`src/rtl/ow_temp_sequencer.sv`:
```
`default_nettype none
// ============================================================================
// Module   : ow_temp_sequencer
// Brief    : Drives a 1-Wire byte engine through a DS18B20-style temperature
//            measurement: reset, Skip ROM, Convert T, conversion wait, reset,
//            Skip ROM, Read Scratchpad, read LSB/MSB, then publishes 9 bits.
// Revision : 1.0 - initial release
// ============================================================================
module ow_temp_sequencer #(
  parameter int PERIOD      = 100_000_000,
  parameter int CONV_WAIT   = 75_000_000,
  parameter int ENG_TIMEOUT = 1_000_000
) (
  input  logic       clk,
  input  logic       reset,
  input  logic       en,
  input  logic       trig,
  output logic [1:0] eng_cmd,
  output logic [7:0] eng_wdata,
  output logic       eng_start,
  input  logic       eng_done,
  input  logic       eng_presence,
  input  logic [7:0] eng_rdata,
  output logic [8:0] temp,
  output logic       temp_valid,
  output logic       no_dev,
  output logic       busy
);

  localparam logic [1:0] C_OP_RESET = 2'b00;
  localparam logic [1:0] C_OP_WRITE = 2'b01;
  localparam logic [1:0] C_OP_READ  = 2'b10;

  localparam logic [7:0] C_SKIP_ROM      = 8'hCC;
  localparam logic [7:0] C_CONVERT_T     = 8'h44;
  localparam logic [7:0] C_READ_SCRATCH  = 8'hBE;

  localparam logic [31:0] C_PERIOD_LAST = 32'(PERIOD - 1);
  localparam logic [31:0] C_CONV_LAST   = 32'(CONV_WAIT - 1);
  // The timeout counter is cleared on the eng_start edge, so it lags the
  // elapsed cycle count by one; this value makes the abort edge the
  // ENG_TIMEOUT-th edge after the eng_start cycle.
  localparam logic [31:0] C_TMO_LAST    = 32'(ENG_TIMEOUT - 2);

  typedef enum logic [3:0] {
    S_IDLE  = 4'd0,
    S_RST1  = 4'd1,
    S_SKIP1 = 4'd2,
    S_CONVT = 4'd3,
    S_WAITC = 4'd4,
    S_RST2  = 4'd5,
    S_SKIP2 = 4'd6,
    S_RDCMD = 4'd7,
    S_RDLSB = 4'd8,
    S_RDMSB = 4'd9
  } state_t;

  state_t      r_state;
  state_t      w_next;
  logic        r_first;        // first cycle of a state: launch cycle for engine ops
  logic [31:0] r_period_cnt;
  logic [31:0] r_conv_cnt;
  logic [31:0] r_tmo_cnt;
  logic [7:0]  r_lsb;

  logic        w_eng_state;
  logic        w_wait;
  logic        w_done;
  logic        w_timeout;
  logic        w_no_presence;
  logic        w_abort;
  logic        w_seq_ok;
  logic        w_is_rst;

  // Next-state selection and engine command decode
  always_comb begin
    w_next        = r_state;
    eng_cmd       = C_OP_RESET;
    eng_wdata     = 8'h00;
    w_eng_state   = 1'b1;
    w_is_rst      = 1'b0;

    case (r_state)
      S_IDLE: begin
        w_eng_state = 1'b0;
      end
      S_WAITC: begin
        w_eng_state = 1'b0;
      end
      S_RST1, S_RST2: begin
        eng_cmd  = C_OP_RESET;
        w_is_rst = 1'b1;
      end
      S_SKIP1, S_SKIP2: begin
        eng_cmd   = C_OP_WRITE;
        eng_wdata = C_SKIP_ROM;
      end
      S_CONVT: begin
        eng_cmd   = C_OP_WRITE;
        eng_wdata = C_CONVERT_T;
      end
      S_RDCMD: begin
        eng_cmd   = C_OP_WRITE;
        eng_wdata = C_READ_SCRATCH;
      end
      S_RDLSB, S_RDMSB: begin
        eng_cmd = C_OP_READ;
      end
      default: begin
        w_eng_state = 1'b0;
      end
    endcase

    // eng_done only counts once the launch cycle is over
    w_wait        = w_eng_state && !r_first;
    w_done        = w_wait && eng_done;
    w_timeout     = w_wait && !eng_done && (r_tmo_cnt == C_TMO_LAST);
    w_no_presence = w_done && w_is_rst && !eng_presence;
    w_abort       = w_timeout || w_no_presence;
    w_seq_ok      = w_done && (r_state == S_RDMSB);

    eng_start = w_eng_state && r_first;
    busy      = (r_state != S_IDLE);

    case (r_state)
      S_IDLE: begin
        if (trig || (en && (r_period_cnt == C_PERIOD_LAST))) begin
          w_next = S_RST1;
        end
      end
      S_WAITC: begin
        if (r_conv_cnt == C_CONV_LAST) begin
          w_next = S_RST2;
        end
      end
      default: begin
        if (w_abort) begin
          w_next = S_IDLE;
        end else if (w_done) begin
          case (r_state)
            S_RST1:  w_next = S_SKIP1;
            S_SKIP1: w_next = S_CONVT;
            S_CONVT: w_next = S_WAITC;
            S_RST2:  w_next = S_SKIP2;
            S_SKIP2: w_next = S_RDCMD;
            S_RDCMD: w_next = S_RDLSB;
            S_RDLSB: w_next = S_RDMSB;
            default: w_next = S_IDLE;
          endcase
        end
      end
    endcase
  end

  // State register; r_first marks the cycle after every state change
  always_ff @(posedge clk or posedge reset) begin
    if (reset) begin
      r_state <= S_IDLE;
      r_first <= 1'b0;
    end else begin
      r_state <= w_next;
      r_first <= (w_next != r_state);
    end
  end

  // Period counter: runs only while idling with en high
  always_ff @(posedge clk or posedge reset) begin
    if (reset) begin
      r_period_cnt <= 32'd0;
    end else if ((r_state != S_IDLE) || !en || (w_next != S_IDLE)) begin
      r_period_cnt <= 32'd0;
    end else begin
      r_period_cnt <= r_period_cnt + 32'd1;
    end
  end

  // Conversion wait counter: counts WAITC cycles
  always_ff @(posedge clk or posedge reset) begin
    if (reset) begin
      r_conv_cnt <= 32'd0;
    end else if ((r_state == S_WAITC) && (w_next == S_WAITC)) begin
      r_conv_cnt <= r_conv_cnt + 32'd1;
    end else begin
      r_conv_cnt <= 32'd0;
    end
  end

  // Engine timeout counter: restarts on every launch, counts while waiting
  always_ff @(posedge clk or posedge reset) begin
    if (reset) begin
      r_tmo_cnt <= 32'd0;
    end else if (eng_start) begin
      r_tmo_cnt <= 32'd0;
    end else if (w_wait) begin
      r_tmo_cnt <= r_tmo_cnt + 32'd1;
    end else begin
      r_tmo_cnt <= 32'd0;
    end
  end

  // Result capture and status flags
  always_ff @(posedge clk or posedge reset) begin
    if (reset) begin
      r_lsb      <= 8'h00;
      temp       <= 9'h000;
      temp_valid <= 1'b0;
      no_dev     <= 1'b0;
    end else begin
      temp_valid <= w_seq_ok;
      if (w_done && (r_state == S_RDLSB)) begin
        r_lsb <= eng_rdata;
      end
      // Only bit 0 of the MSB byte carries the sign/high bit we publish
      if (w_seq_ok) begin
        temp <= {eng_rdata[0], r_lsb};
      end
      if (w_abort) begin
        no_dev <= 1'b1;
      end else if (w_seq_ok) begin
        no_dev <= 1'b0;
      end
    end
  end

endmodule
`default_nettype wire

```
`config.mk`:
```
export PLATFORM = sky130hd
export DESIGN_NAME = ow_temp_sequencer
export DESIGN_NICKNAME = d
export VERILOG_FILES = /design/src/rtl/ow_temp_sequencer.sv
export SDC_FILE = /design/constraint.sdc
export NUM_CORES = 1
export LEC_CHECK = 0
export CAP_MARGIN = 20
export CORE_MARGIN = 5
export CORE_UTILIZATION = 55
export CTS_CLUSTER_DIAMETER = 60
export CTS_CLUSTER_SIZE = 28
export DETAILED_ROUTE_END_ITERATION = 10
export GPL_ROUTABILITY_DRIVEN = 0
export PLACE_DENSITY = 0.8
export SETUP_SLACK_MARGIN = 0.4
export SYNTH_ARGS = -nofsm -noshare
export SYNTH_HDL_FRONTEND = slang
export SYNTH_SLANG_ARGS = --single-unit
```
`constraint.sdc`:
```
create_clock -name clk -period 4.1 [get_ports clk]
set_input_delay 0.41 -clock clk [delete_from_list [all_inputs] [get_ports clk]]
set_output_delay 0.41 -clock clk [all_outputs]
set_load 0.05 [all_outputs]
```
# == After elaboration in Yosys (flattened, before gate mapping) ==
# Cells that the tools add are included.
# word_totals
ff_bits,120
latchBits,0
ram_bits,0
rom_bits,0
wordCells,70
memories,0
# op_classes
add_sub_neg,3
n_mul,0
n_div,0
magnitude_cmp,0
n_eq_ne,14
shift,0
mux,16
bitwise,0
reduce_logical,28
# op_table
operator,n
32-bit 2-to-1 mux,4
"32-bit by 1-bit adder with 32-bit output, second input constant",3
"32-bit by 27-bit == test with 1-bit output, second input constant",2
"32-bit by 20-bit == test with 1-bit output, second input constant",1
4-bit case mux with 7 select lines,1
8-bit case mux with 3 select lines,1
"4-bit by 3-bit == test with 1-bit output, second input constant",5
4-bit 2-to-1 mux,4
1-bit logical AND,11
"4-bit by 2-bit == test with 1-bit output, second input constant",2
"4-bit == test, second input constant",2
4-bit case mux with 2 select lines,1
4-bit nonzero test,2
8-bit OR reduction,1
2-bit OR reduction,3
"4-bit by 1-bit == test with 1-bit output, second input constant",1
1-bit zero test,4
4-bit zero test,1
1-bit logical OR,4
1-bit 2-to-1 mux,4
4-bit != test,1
2-bit case mux with 2 select lines,1
4-bit OR reduction,1
2-bit nonzero test,1

# == Depth between registers and ports, before layout ==
# Gate-level depths: netlist of run 1.
# logic_depth
depth_word,13
depth_mapped,9
ltp_nobuf,8

# == Worst setup path after synthesis of run 1 ==
# No wires, ideal clock.
# synth_timing
path_type,register to output
start,reg r_state[2]
end,out eng_start
arrival_time_ns,2.049
required_time_ns,3.690
path_slack_ns,1.641
stages_incl_launch_ff,4
path_buffers,1
cell_sequence,dfrtp_1 -> buf_6 -> or3b_4 -> a21boi_0
# synth_via
elab_chain_cells,4
# synth_lines
item,line,text
start: declaration,58,state_t r_state;
start signal: assignment,161,r_state <= w_next;
4-bit == test (tied with other cells),83,case (r_state)
8-bit OR reduction (no source line) *,-,
1-bit 2-to-1 mux *,83,
1-bit logical AND *,122,eng_start = w_eng_state && r_first;
end: declaration,20,"output logic eng_start,"
# Mark *: on every way between the ends. The rest lies on a longest branch, timed or not.

# == Worst setup path after layout of run 1 ==
# layout_timing
start,reg r_state[1]
end,out eng_start
# The elaborated chain is that of the path after synthesis.

==> run_results.csv, run 1 <==
group,metric,value,unit
run_status,run_status,"finished clean",
worst_hold_path,min_path_type,"in -> async",
global_route,antenna_found_initial,0,
synthesis,synthCells,618,
synthesis,synth_edf_count,0,
synthesis,avgSynthCellArea,9.84,um2
floorplanning,die_w,115,um
timing,skew,0.00620,ns
detailed_routing,routedWlPerCell,15.9,um
timing,tns,0,ns
clocking,holdBufCountCts,0,
global_route,grt_overflow,0,
floorplanning,die_area,13300,um2
floorplanning,core_area,10800,um2
synthesis,synth_compound_area_share,3.07,%
timing,setup_violations,0,
setup_path,cp_data_required_time,3.69,ns
floorplanning,std_cell_rows,38,
synthesis,synth_area_leader_cell,"dfrtp_1",
timing,finalHoldViolCount,0,
synthesis,async_reset_ff_share,100,%
detailed_routing,routed_wl,12800,um
timing,clock.fmax,0.331,GHz
finish,drive_above_1_share,11.1,%
finish,final_nets,671,
synthesis,synth_simple_gate_area_share,28.4,%
pwr,powerDensity,527,nW/um2
timing,finalCritPeriodShare,73.8,%
pwr,max-vdd-ir-drop,432,uV
synthesis,synthesis.nets,636,
global_route,grt_pass1_wl,22400,um
placed_design,dp.final_hpwl,8320,um
setup_path,max_stage_delay,0.84,ns
synthesis,synth_top_family_by_area,"simple AND/OR/NAND/NOR gates",
clocking,cts.htree.levels,4,
detailed_routing,drc_errors,0,
pwr,power,0.00373,W
clocking,cts_root_buf,"clkbuf_8",
finish,diodes,0,
clocking,clk_pin_slew,0.06,ns
timing,worstMarginPinSlew,0.778,ns
clocking,cts_buffer_depth,2,
floorplanning,start_util,56.1,%
clocking,cts_tree,"built",
synthesis,synth.area.top_cells,"dfrtp_1 49%, xnor2_1 6.5%, nor2_1 6.4%, xor2_1 5.9%, nand2_1 4.0%",
timing,worst_slew_margin_rel,48.1,%
synthesis,synth_cell_type_count,55,
clocking,numCtsBuffers,17,
synthesis,ys_seq_elements,120,
timing,fin_crit,3.02,ns
setup_path,reg2reg_depth,6,
setup_path,critPathArrivalTime,2.61,ns
detailed_routing,vias_per_cell,5.71,
synthesis,yosys_warnings,0,
detailed_routing,dr.pass1.iters,5,
detailed_routing,vias,4598,
synthesis,synth.mux.area_fraction,1.67,%
detailed_routing,ant_nets,0,
clocking,clock_latency,0.53,ns
synthesis,synth_top_area_share,49.4,%
setup_path,start_kind,"register",
job,cap_viol_max_count,0,
synthesis,netlist_area,6080,um2
finish,nFillCells,833,
timing,rsz0062_at_grt,"false",
global_route,grt_max_degree,64,
setup_path,end_kind,"output pin",
clocking,cts_resized,0,
synthesis,yosysSeqAreaShare,49.4,%
synthesis,yosysMostFrequentCell,"dfrtp_1",
global_route,grt_use_total,21.3,%
synthesis,synth_xor_area_share,12.4,%
synthesis,synth-main-ff-cell,"dfrtp_1",
global_route,grt_pass1_vias,4765,
setup_path,cp_max_fo,17,
detailed_routing,first_iter_violations,386,
timing,drv_slew,0,
floorplanning,io_pins,37,
finish,syn2layout_area_growth,16.4,%
synthesis,synth_fa_ha_area_share,0.823,%
floorplanning,die_h,115,um
placed_design,io_buffers,35,
setup_path,crit_chain,"or3b_4, a21boi_0, clkdlybuf4s50_1",
setup_path,cpMaxStageDelayCell,"clkdlybuf4s50_1",
synthesis,synth_common_cells,"120 x dfrtp_1, 103 x nor2_1, 65 x nand2_1",
setup_path,worstSetupPathType,"reg -> out",
pwr,p_leak,2.91,nW
clocking,post-cts-setup-buffer-count,0,
clocking,clock_sinks,120,
worst max-delay path: cells and delay by family (launching register included):
family | cells | cell delay, ns
buffers and inverters | 1 | 0.84
AOI/OAI and AO/OA | 1 | 0.20
and+or+nand+nor | 1 | 0.49
DFF | 1 | 0.55
area by class of cell:
class / count / area, um2 / share of cell area, %
sequential: 120 / 3000 / 42.4
multi-input combinational: 457 / 2820 / 39.9
clock buffer: 21 / 459 / 6.48
timing repair buffer: 36 / 370 / 5.23
tap: 140 / 175 / 2.47
clock inverter: 10 / 169 / 2.39
inverter: 21 / 81.3 / 1.15
stage by stage:
stage	hold slack (ns)	setup slack, ns	instances	cell area, um2	util [%]
floorplan	0.433	0.504	618	6080	-
global placement	0.440	1.57	774	6450	59.5
detailed placement	0.450	1.47	774	6450	59.5
CTS	0.432	1.03	805	7080	65.3
global route	0.485	0.972	805	7080	65.3
finish	0.400	1.08	805	7080	65.3
registers in the layout (all words and copies together), names as in the netlist:
name	count
r_lsb	8
no_dev	1
r_state	4
temp	9
r_conv_cnt	32
temp_valid	1
r_tmo_cnt	32
r_first	1
r_period_cnt	32
worst paths after layout:
check / start / to / slack, ns
hold / removal: reset / r_conv_cnt[0]$_DFF_PP0_ / 0.40
min in group clk: eng_rdata[0] / temp[8]$_DFFE_PP0P_ / 0.48
setup / recovery: r_state[1]$_DFF_PP0_ / eng_start / 1.08
hold reg to reg: r_tmo_cnt[0]$_DFF_PP0_ / r_tmo_cnt[0]$_DFF_PP0_ / 0.48
setup reg to reg: r_state[2]$_DFF_PP0_ / r_conv_cnt[12]$_DFF_PP0_ / 1.53
max in group asynchronous: reset / r_period_cnt[24]$_DFF_PP0_ / 2.94
cells in the final DEF, fill, tap and decap left out, drive strengths merged, types with 2 or more instances in the layout:
master / n
nand2: 66
xor2: 41
inv: 20
nor4b: 9
clkinv: 4
nand4: 24
o21ai: 9
and3: 21
dfrtp: 120
clkdlybuf4s50: 35
nor3: 14
a21boi: 4
nor4: 10
nand3: 34
and2: 4
xnor2: 45
nor4bb: 2
ha: 4
clkbuf: 21
or3: 6
a21oi: 10
nand4b: 2
a31oi: 2
nor2: 115
and4: 11
nor2b: 3
clkinvlp: 3
nand2b: 2
bufinv: 4
mux2: 9
cell families (layout without fill, tap and decap cells):
kind of cell / Yosys count / in the layout
compound gates: 29 / 29
xor+xnor: 86 / 86
fa+ha+maj: 4 / 4
buf+inv: 41 / 88
flops: 120 / 120
mux: 9 / 9
other cells: 1 / 1
simple gates: 328 / 328
metal layers:
| metal | vias up | wire length, um | GRT usage, % |
|---|---|---|---|
| met5 | - | 0 | 0 |
| met4 | 0 | 290 | 9.15 |
| met3 | 33 | 559 | 6.00 |
| met2 | 127 | 6360 | 35.3 |
| met1 | 2279 | 5580 | 26.3 |
| li1 | 2159 | - | - |
report_power, final:
part | switching, W | internal (W) | total [W] | leakage, nW
clock | 0.000537 | 0.00103 | 0.00157 | 0.296
combinational | 0.000506 | 0.000256 | 0.000762 | 0.965
sequential | 0.000112 | 0.00128 | 0.00140 | 1.65
total | 0.00115 | 0.00257 | 0.00373 | 2.91
Note: power is estimated with default switching activity, not from simulation.
==> inputs of run 2 (changes only) <==
--- a/config.mk
+++ b/config.mk
@@ -7,12 +7,12 @@
 export LEC_CHECK = 0
 export CAP_MARGIN = 20
 export CORE_MARGIN = 5
-export CORE_UTILIZATION = 55
+export CORE_UTILIZATION = 54
 export CTS_CLUSTER_DIAMETER = 60
 export CTS_CLUSTER_SIZE = 28
 export DETAILED_ROUTE_END_ITERATION = 10
 export GPL_ROUTABILITY_DRIVEN = 0
-export PLACE_DENSITY = 0.8
+export PLACE_DENSITY = 0.81
 export SETUP_SLACK_MARGIN = 0.4
 export SYNTH_ARGS = -nofsm -noshare
 export SYNTH_HDL_FRONTEND = slang
==> constraint.sdc (replaced) <==
create_clock -name clk -period 2.5 [get_ports clk]
set_input_delay 0.25 -clock clk [delete_from_list [all_inputs] [get_ports clk]]
set_output_delay 0.25 -clock clk [all_outputs]
set_load 0.05 [all_outputs]
==> run 2 against run 1 <==
Effect of this change: first-iteration DRC count rose by 26%; highest routed layer unchanged; global-route usage down 0.19 points; sequential share of layout area down 2.7 points; critical path depth grew 5; total power up 75%; cell area up 7.0%; wire length up 11%.
==> run_results.csv, run 2 (synthesis gave the netlist of run 1 again) <==
group,metric,value,unit
run_status,run_status,"finished clean",
pwr,max-vdd-ir-drop,875,uV
global_route,grt_use_total,21.1,%
clocking,cts_root_buf,"clkbuf_16",
detailed_routing,first_iter_violations,488,
finish,nFillCells,748,
global_route,antenna_found_initial,0,
floorplanning,die_h,116,um
clocking,clock_sinks,120,
timing,clock.fmax,0.482,GHz
finish,diodes,0,
finish,final_nets,698,
placed_design,placed_area,6520,um2
floorplanning,std_cell_rows,38,
timing,fin_crit,2.08,ns
global_route,grt_overflow,0,
timing,worstMarginPinSlew,0.737,ns
setup_path,cp_data_required_time,2.80,ns
job,cap_viol_max_count,0,
finish,drive_above_1_share,19.6,%
detailed_routing,routed_wl,14200,um
placed_design,io_buffers,35,
setup_path,worstSetupPathType,"reg -> reg",
finish,largestRegisters,"r_conv_cnt (32), r_period_cnt (32), r_tmo_cnt (32)",
finish,layout_commonest_cell,"dfrtp_1",
setup_path,start_kind,"register",
worst_hold_path,min_path_type,"in -> async",
clocking,cts_buffer_depth,2,
detailed_routing,drc_errors,0,
timing,finalHoldViolCount,0,
floorplanning,die_w,116,um
global_route,grt_max_degree,46,
timing,setup_violations,0,
clocking,cts_tree,"built",
timing,tns,0,ns
pwr,p_leak,3.17,nW
timing,drv_slew,0,
detailed_routing,routedWlPerCell,17.0,um
global_route,grt_pass1_vias,4612,
detailed_routing,dr.pass1.iters,5,
setup_path,critPathArrivalTime,2.37,ns
floorplanning,io_pins,37,
finish,syn2layout_area_growth,24.6,%
timing,worst_slew_margin_rel,50.8,%
detailed_routing,vias,4756,
clocking,numCtsBuffers,17,
timing,finalCritPeriodShare,83.0,%
setup_path,cp_max_fo,8,
timing,skew,0.00770,ns
placed_design,dp.final_hpwl,8480,um
floorplanning,core_area,10900,um2
timing,rsz0062_at_grt,"true",
floorplanning,die_area,13500,um2
finish,postLayoutCellArea,7580,um2
setup_path,end_kind,"register",
finish,layout_common_cells,"116 x dfrtp_1, 101 x nor2_1, 62 x nand2_1",
detailed_routing,vias_per_cell,5.71,
clocking,clock_latency,0.42,ns
detailed_routing,ant_nets,0,
floorplanning,start_util,55.6,%
pwr,powerDensity,861,nW/um2
clocking,cts.htree.levels,4,
clocking,clk_pin_slew,0.06,ns
finish,fin_util,69.3,%
global_route,grt_pass1_wl,22300,um
==> run 2: cell types whose count changed in the layout (fill, tap and decap cells not counted), moves of 5 or more <==
cell | previous run | this run
buf_4 | 0 | 26
nor4b_2 | 0 | 5
nor2_4 | 0 | 6
clkdlybuf4s50_1 | 35 | 24
nor4b_1 | 9 | 3
==> run 2: worst paths after layout <==
check	endpoint	cells past startpoint	slack, ns	startpoint
min in group clk	temp[8]$_DFFE_PP0P_	3	0.42	eng_rdata[0]
worst max-delay path	r_period_cnt[31]$_DFF_PP0_	8	0.42	r_state[3]$_DFF_PP0_
worst min register to register	temp[4]$_DFFE_PP0P_	2	0.46	r_lsb[4]$_DFFE_PP0P_
max in group asynchronous	r_state[2]$_DFF_PP0_	3	1.53	reset
worst min-delay path	r_period_cnt[3]$_DFF_PP0_	2	0.30	reset
worst max register to register	r_period_cnt[31]$_DFF_PP0_	8	0.42	r_state[3]$_DFF_PP0_
==> run 2: timing repair <==
action                     4_1_cts  5_1_grt
hold buffers                     0        0
buffers inserted                 1       15
resized for setup               25       38
setup endpoints to repair       65       61
cloned                           0        3
hold endpoints to repair         0        0
pin swaps                        1       16
==> run 2: layout make-up <==
type | instances | area [um2] | area share, %
clock inverters | 13 | 225 | 2.97
well taps | 140 | 175 | 2.31
clock buffers | 19 | 443 | 5.84
inverters | 21 | 82.6 | 1.09
flip-flops and latches | 120 | 3010 | 39.7
multi-input cells | 457 | 3020 | 39.9
repair buffers | 63 | 622 | 8.21
==> run 2: worst max-delay path, stage by stage, from the launching register on <==
cell,delay (ns)
dfrtp_2,0.49
nor4b_4,0.26
buf_4,0.17
nand3_4,0.08
nor4_4,0.37
nor3_4,0.12
nand4b_4,0.20
clkbuf_16,0.22
nor2_4,0.04
==> run 2: report_power, final <==
part / switching, W / leakage (nW) / internal (W)
logic: 0.000963 / 1.22 / 0.000532
clock network: 0.000866 / 0.315 / 0.00189
registers: 0.000164 / 1.64 / 0.00211
total: 0.00199 / 3.17 / 0.00453
==> run 2: per-layer routing <==
metal	up-vias	global-route usage (%)	part of all wire, %
li1	2217	-	-
met3	33	5.85	5.1
met1	2353	26.4	41
met4	0	9.36	2.6
met5	-	0	0
met2	153	34.5	51
==> run 2: metrics by stage <==
| step | worst slack, ns | hold WS, ns | std cells | power [W] |
|---|---|---|---|---|
| floorplan | 0.489 | 0.355 | 618 | 0.00331 |
| global placement | 0.110 | 0.440 | 782 | 0.00356 |
| detailed placement | 0.0193 | 0.445 | 782 | 0.00361 |
| CTS | 0.320 | 0.315 | 815 | 0.00639 |
| global route | 0.298 | 0.358 | 833 | 0.00677 |
| finish | 0.425 | 0.304 | 833 | 0.00652 |
